===== config.mk =====
export PLATFORM = sky130hd
export DESIGN_NAME = r_type_exec_top
export DESIGN_NICKNAME = d
export VERILOG_FILES = /design/src/rtl/r_type_exec_top_pkg.sv /design/src/rtl/r_type_exec_top_regfile.sv /design/src/rtl/r_type_exec_top.sv
export SDC_FILE = /design/constraint.sdc
export NUM_CORES = 2
export LEC_CHECK = 0
export BUFFER_PORTS_ARGS = -buffer_cell sky130_fd_sc_hd__clkbuf_2
export CAP_MARGIN = 20
export CORE_ASPECT_RATIO = 1.75
export CORE_MARGIN = 2
export CORE_UTILIZATION = 50
export CTS_CLUSTER_DIAMETER = 200
export DETAILED_ROUTE_END_ITERATION = 12
export PLACE_DENSITY = 0.66
export SLEW_MARGIN = 10
export SYNTH_ARGS = -nofsm -noshare
export SYNTH_HDL_FRONTEND = slang
export SYNTH_SLANG_ARGS = --single-unit

===== constraint.sdc =====
create_clock -name clk -period 39.1 [get_ports clk]
set_input_delay 0 -clock clk [delete_from_list [all_inputs] [get_ports clk]]
set_output_delay 0 -clock clk [all_outputs]
set_load 0.01 [all_outputs]

===== src/rtl/r_type_exec_top_pkg.sv =====
// r_type_exec_top_pkg: shared widths, opcode and funct codes for the R-type slice
package r_type_exec_top_pkg;
   localparam int WIDTH = 32;
   localparam int NREG = 32;
   localparam logic [5:0] OP_RTYPE = 6'h00;
   localparam logic [5:0] FN_SLL  = 6'h00;
   localparam logic [5:0] FN_SRL  = 6'h02;
   localparam logic [5:0] FN_SRA  = 6'h03;
   localparam logic [5:0] FN_ADD  = 6'h20;
   localparam logic [5:0] FN_ADDU = 6'h21;
   localparam logic [5:0] FN_SUB  = 6'h22;
   localparam logic [5:0] FN_SUBU = 6'h23;
   localparam logic [5:0] FN_AND  = 6'h24;
   localparam logic [5:0] FN_OR   = 6'h25;
   localparam logic [5:0] FN_XOR  = 6'h26;
   localparam logic [5:0] FN_NOR  = 6'h27;
   localparam logic [5:0] FN_SLT  = 6'h2A;
   localparam logic [5:0] FN_SLTU = 6'h2B;
endpackage


===== src/rtl/r_type_exec_top_regfile.sv =====
// r_type_exec_top_regfile: 2-read/1-write register file, async reset-to-index, r0 reads 0
module r_type_exec_top_regfile
   import r_type_exec_top_pkg::*;
#(
   parameter int W = WIDTH,
   parameter int N = NREG
) (
   input  logic                 clk,
   input  logic                 rst,
   input  logic [$clog2(N)-1:0] ra1,
   input  logic [$clog2(N)-1:0] ra2,
   input  logic [$clog2(N)-1:0] wa,
   input  logic                 we,
   input  logic [W-1:0]         wd,
   output logic [W-1:0]         rd1,
   output logic [W-1:0]         rd2
);
   logic [W-1:0] regs [N];
   // regs[0] resets to 0 and is never written, reads are also gated for safety
   always_ff @(posedge clk or posedge rst)
      if (rst)
         for (int i = 0; i < N; i++) regs[i] <= W'(i);
      else if (we && wa != '0)
         regs[wa] <= wd;
   assign rd1 = (ra1 == '0) ? '0 : regs[ra1];
   assign rd2 = (ra2 == '0) ? '0 : regs[ra2];
endmodule


===== src/rtl/r_type_exec_top.sv =====
// r_type_exec_top: single-cycle MIPS R-type slice, decode + combinational ALU + register write-back
module r_type_exec_top
   import r_type_exec_top_pkg::*;
#(
   parameter int WIDTH = r_type_exec_top_pkg::WIDTH,
   parameter int NREG = r_type_exec_top_pkg::NREG
) (
   input  logic             clk,
   input  logic             rst,
   input  logic [31:0]      I,
   output logic [WIDTH-1:0] A,
   output logic [WIDTH-1:0] B,
   output logic [WIDTH-1:0] result
);
   logic [5:0] op, funct;
   logic [4:0] rs, rt, rd, shamt;
   logic       ok;
   assign op    = I[31:26];
   assign rs    = I[25:21];
   assign rt    = I[20:16];
   assign rd    = I[15:11];
   assign shamt = I[10:6];
   assign funct = I[5:0];
   r_type_exec_top_regfile #(.W(WIDTH), .N(NREG)) u_rf (
      .clk(clk), .rst(rst),
      .ra1(rs), .ra2(rt), .wa(rd),
      .we(ok && op == OP_RTYPE), .wd(result),
      .rd1(A), .rd2(B)
   );
   // ok clears on unsupported funct so the result is 0 and nothing is written
   always_comb begin
      ok = 1'b1;
      result = '0;
      case (funct)
         FN_ADD, FN_ADDU: result = A + B;
         FN_SUB, FN_SUBU: result = A - B;
         FN_AND:  result = A & B;
         FN_OR:   result = A | B;
         FN_XOR:  result = A ^ B;
         FN_NOR:  result = ~(A | B);
         FN_SLT:  result = {{(WIDTH-1){1'b0}}, $signed(A) < $signed(B)};
         FN_SLTU: result = {{(WIDTH-1){1'b0}}, A < B};
         FN_SLL:  result = B << shamt;
         FN_SRL:  result = B >> shamt;
         FN_SRA:  result = $signed(B) >>> shamt;
         default: ok = 1'b0;
      endcase
      if (op != OP_RTYPE) result = '0;
   end
endmodule


==> results.json <==
{
  "status": "finished clean",
  "critical_path_arrival_ns": 9.53,
  "highest-signal-layer": "met5",
  "crit_required_ns": 39.10,
  "clockBufferDepth": 3,
  "wl_met3_um": 30200,
  "cts_sinks": 1024,
  "die_w_um": 274,
  "wl_met2_um": 128000,
  "synth_seq_cells": 1024,
  "antenna_found_initial": 17,
  "endpoint_kind": "primary output",
  "synth_most_common_cell": "nor2_1",
  "yosysTopAreaCell": "dfrtp_1",
  "worstMarginPinSlew_ns": 1.40,
  "final_cells": 7900,
  "synth_common_cells": "nor2_1 (963), dfrtp_1 (944), a21oi_1 (880)",
  "powerDensity_mw_per_mm2": 34.9,
  "dieArea_mm2": 0.130,
  "largest_reg_flops": 1024,
  "synth_edf_count": 0,
  "io_pins": 130,
  "cpMostUsedCell": "buf_4",
  "max_freq_mhz": 105,
  "cp.depth": 24,
  "io_buffers": 129,
  "wl_met1_um": 90000,
  "cap_violations": 0,
  "synth_warnings": 0,
  "syn2layout_area_growth_pct": 8.43,
  "crit_type": "in2out",
  "crit_slowest_cell": "o21a_1",
  "ctsRootBufferMaster": "clkbuf_16",
  "clk_pin_slew_worst_paths_ns": 0.07,
  "dp_hpwl_um": 189000,
  "drtIter0Drc": 6785,
  "reg2reg_from": "u_rf.regs[164]$_DFFE_PP1P_",
  "crit_family": "compound AO/OA/AOI/OAI gates",
  "slew_viol_final": 0,
  "route.detailed.drc": 0,
  "maxSlewHeadroom": 0.0668,
  "finalHoldViolCount": 0,
  "finalCriticalPeriod_ns": 9.53,
  "top_register": "u_rf.regs",
  "grt_max_degree": 166,
  "critPathLaunch": "I[21]",
  "rsz0062_at_grt": "false",
  "yosys.area.top_type_share": 0.371,
  "crit_fanout": 80,
  "start_util": 0.502,
  "synth.area.top_cells": "dfrtp_1 (37%), mux4_2 (17%), a21oi_1 (6.9%)",
  "path_cells": "buf_8, buf_4, buf_12, buf_4, mux4_2, mux4_2, nand2_1, a21o_1, ha_1, inv_1, fa_1, nor2b_1, o311ai_0, a21oi_1, a21oi_1, o21a_1, o41a_2, o41ai_1, a211oi_1, xnor2_1, a211oi_4, buf_4, nor2_1, clkbuf_2",
  "wl_um": 280000,
  "tritoncts": "yes",
  "critPathBufInv": 7,
  "synth-main-ff-cell": "dfrtp_1",
  "p_leak_uw": 0.0300,
  "grt_pass1_vias": 54400,
  "tns_ns": 0,
  "timing.final.crit_share": 0.244,
  "netlist_instances": 6366,
  "ys_seq_area_frac": 0.404,
  "clk_latency_ns": 0.76,
  "hp-class": "in2reg",
  "via_per_inst": 6.97,
  "placed_cells": 7709,
  "core-area_mm2": 0.127,
  "synth.avg_cell_area_um2": 9.99,
  "finalNetCount": 6294,
  "ant_nets": 0,
  "top_regs": "u_rf.regs: 1024 flops",
  "setup_viol": 0,
  "dr_total_vias": 55100,
  "syn-num-nets": 6504,
  "skew_ns": 0.0683,
  "row_count": 173,
  "drive_above_1_share": 0.194,
  "wl_per_cell_um": 35.5,
  "min_path_cells": 4,
  "critPathMaxStageDelay_ns": 1.06,
  "grt_pass1_wl_um": 399000,
  "fp.dieH_um": 476,
  "min_from": "I[12]",
  "overflow": 0,
  "track_usage": 0.433,
  "htree_levels": 3,
  "r2r_cells": 19,
  "worstSetupStartpointType": "input port",
  "drt_first_pass_iters": 8,
  "place.gp.congestion": 1.08,
  "ir_worst_vdd_mv": 0.0398,
  "syn_area_mm2": 0.0636,
  "yosysUniqueCellTypes": 102,
  "synthArstFlopShare": 1.00,
  "cts_buffers": 93
}
## power breakdown
part           internal, uW  switching (uW)  total, uW
Clock                   553             444        997
Combinational          96.9             246        342
Sequential             1070            5.20       1070
## worst reg2reg max path, delay by kind of cell, from the launching register on
family | cells | cell delay [ns]
compound gates | 10 | 3.28
simple gates | 4 | 2.17
buf+inv | 3 | 0.65
mux | 1 | 0.22
fa+ha+maj | 1 | 0.56
flops | 1 | 0.55
## worst paths after layout
check                                               to  slack, ns
max in group asynchronous   u_rf.regs[436]$_DFFE_PP0P_      35.22
min                         u_rf.regs[227]$_DFFE_PP1P_       0.17
max                                         result[30]      29.57
min in group asynchronous   u_rf.regs[734]$_DFFE_PP0P_       0.52
max reg2reg                 u_rf.regs[352]$_DFFE_PP0P_      31.49
min reg2reg                u_rf.regs[1012]$_DFFE_PP0P_       0.38
## routing by layer
layer,up-vias,global-route usage
met5,-,0
met4,20,0.404
met3,1275,0.134
met2,3695,0.667
met1,27400,0.474
li1,22700,-
## placed cells by master, fill, tap and decap left out, types with 32 or more instances in the layout
master,n
clkbuf_2,119
a21oi_1,878
mux2_2,71
xnor2_1,49
mux4_2,468
clkbuf_16,93
nand2_1,489
a21o_1,47
nor3_1,50
nand3_1,52
o21ai_0,353
mux2i_1,344
ha_1,102
dfstp_2,80
o211ai_1,32
buf_4,175
a211oi_1,34
nor2_1,930
a22oi_1,136
dfrtp_1,944
inv_1,112
nor2_4,34
## cell type report
cell class | instances | area (um^2)
Antenna cell | 5 | 12.5
Clock buffer | 138 | 2760
Clock inverter | 34 | 520
Fill cell | 11200 | 57700
Inverter | 125 | 477
Multi-Input combinational cell | 4594 | 35200
Sequential cell | 1024 | 25700
Tap cell | 1662 | 2080
Timing Repair Buffer | 318 | 2250
## metrics by stage
step                hold slack [ns]  power, uW  instance area, um^2  setup WS (ns)   util
floorplan                     0.298       1290                63600          10.42      -
global placement              0.200       1410                65400          30.11  0.517
detailed placement            0.205       1420                65500          30.04  0.517
CTS                           0.117       2400                68800          30.09  0.543
global route                  0.160       2470                69000          29.11  0.545
finish                        0.168       2410                69000          29.57  0.545
## cells by family after synthesis
kind of cell | count (synthesis) | share of synthesized area
adders and majority gates | 104 | 0.0207
muxes | 884 | 0.233
AOI/OAI and AO/OA | 1798 | 0.168
and+or+nand+nor | 1749 | 0.115
buffers and inverters | 748 | 0.0512
xor gates and xnor gates | 59 | 0.00812
DFF | 1024 | 0.404
## repair_timing
action                                 4_1_cts  5_1_grt
setup buffers                                0        0
endpoints found under the hold margin      105        0
gates resized for setup                      0        0
hold buffers                                 4        0
No activity file was read; power rests on OpenSTA's default activity.
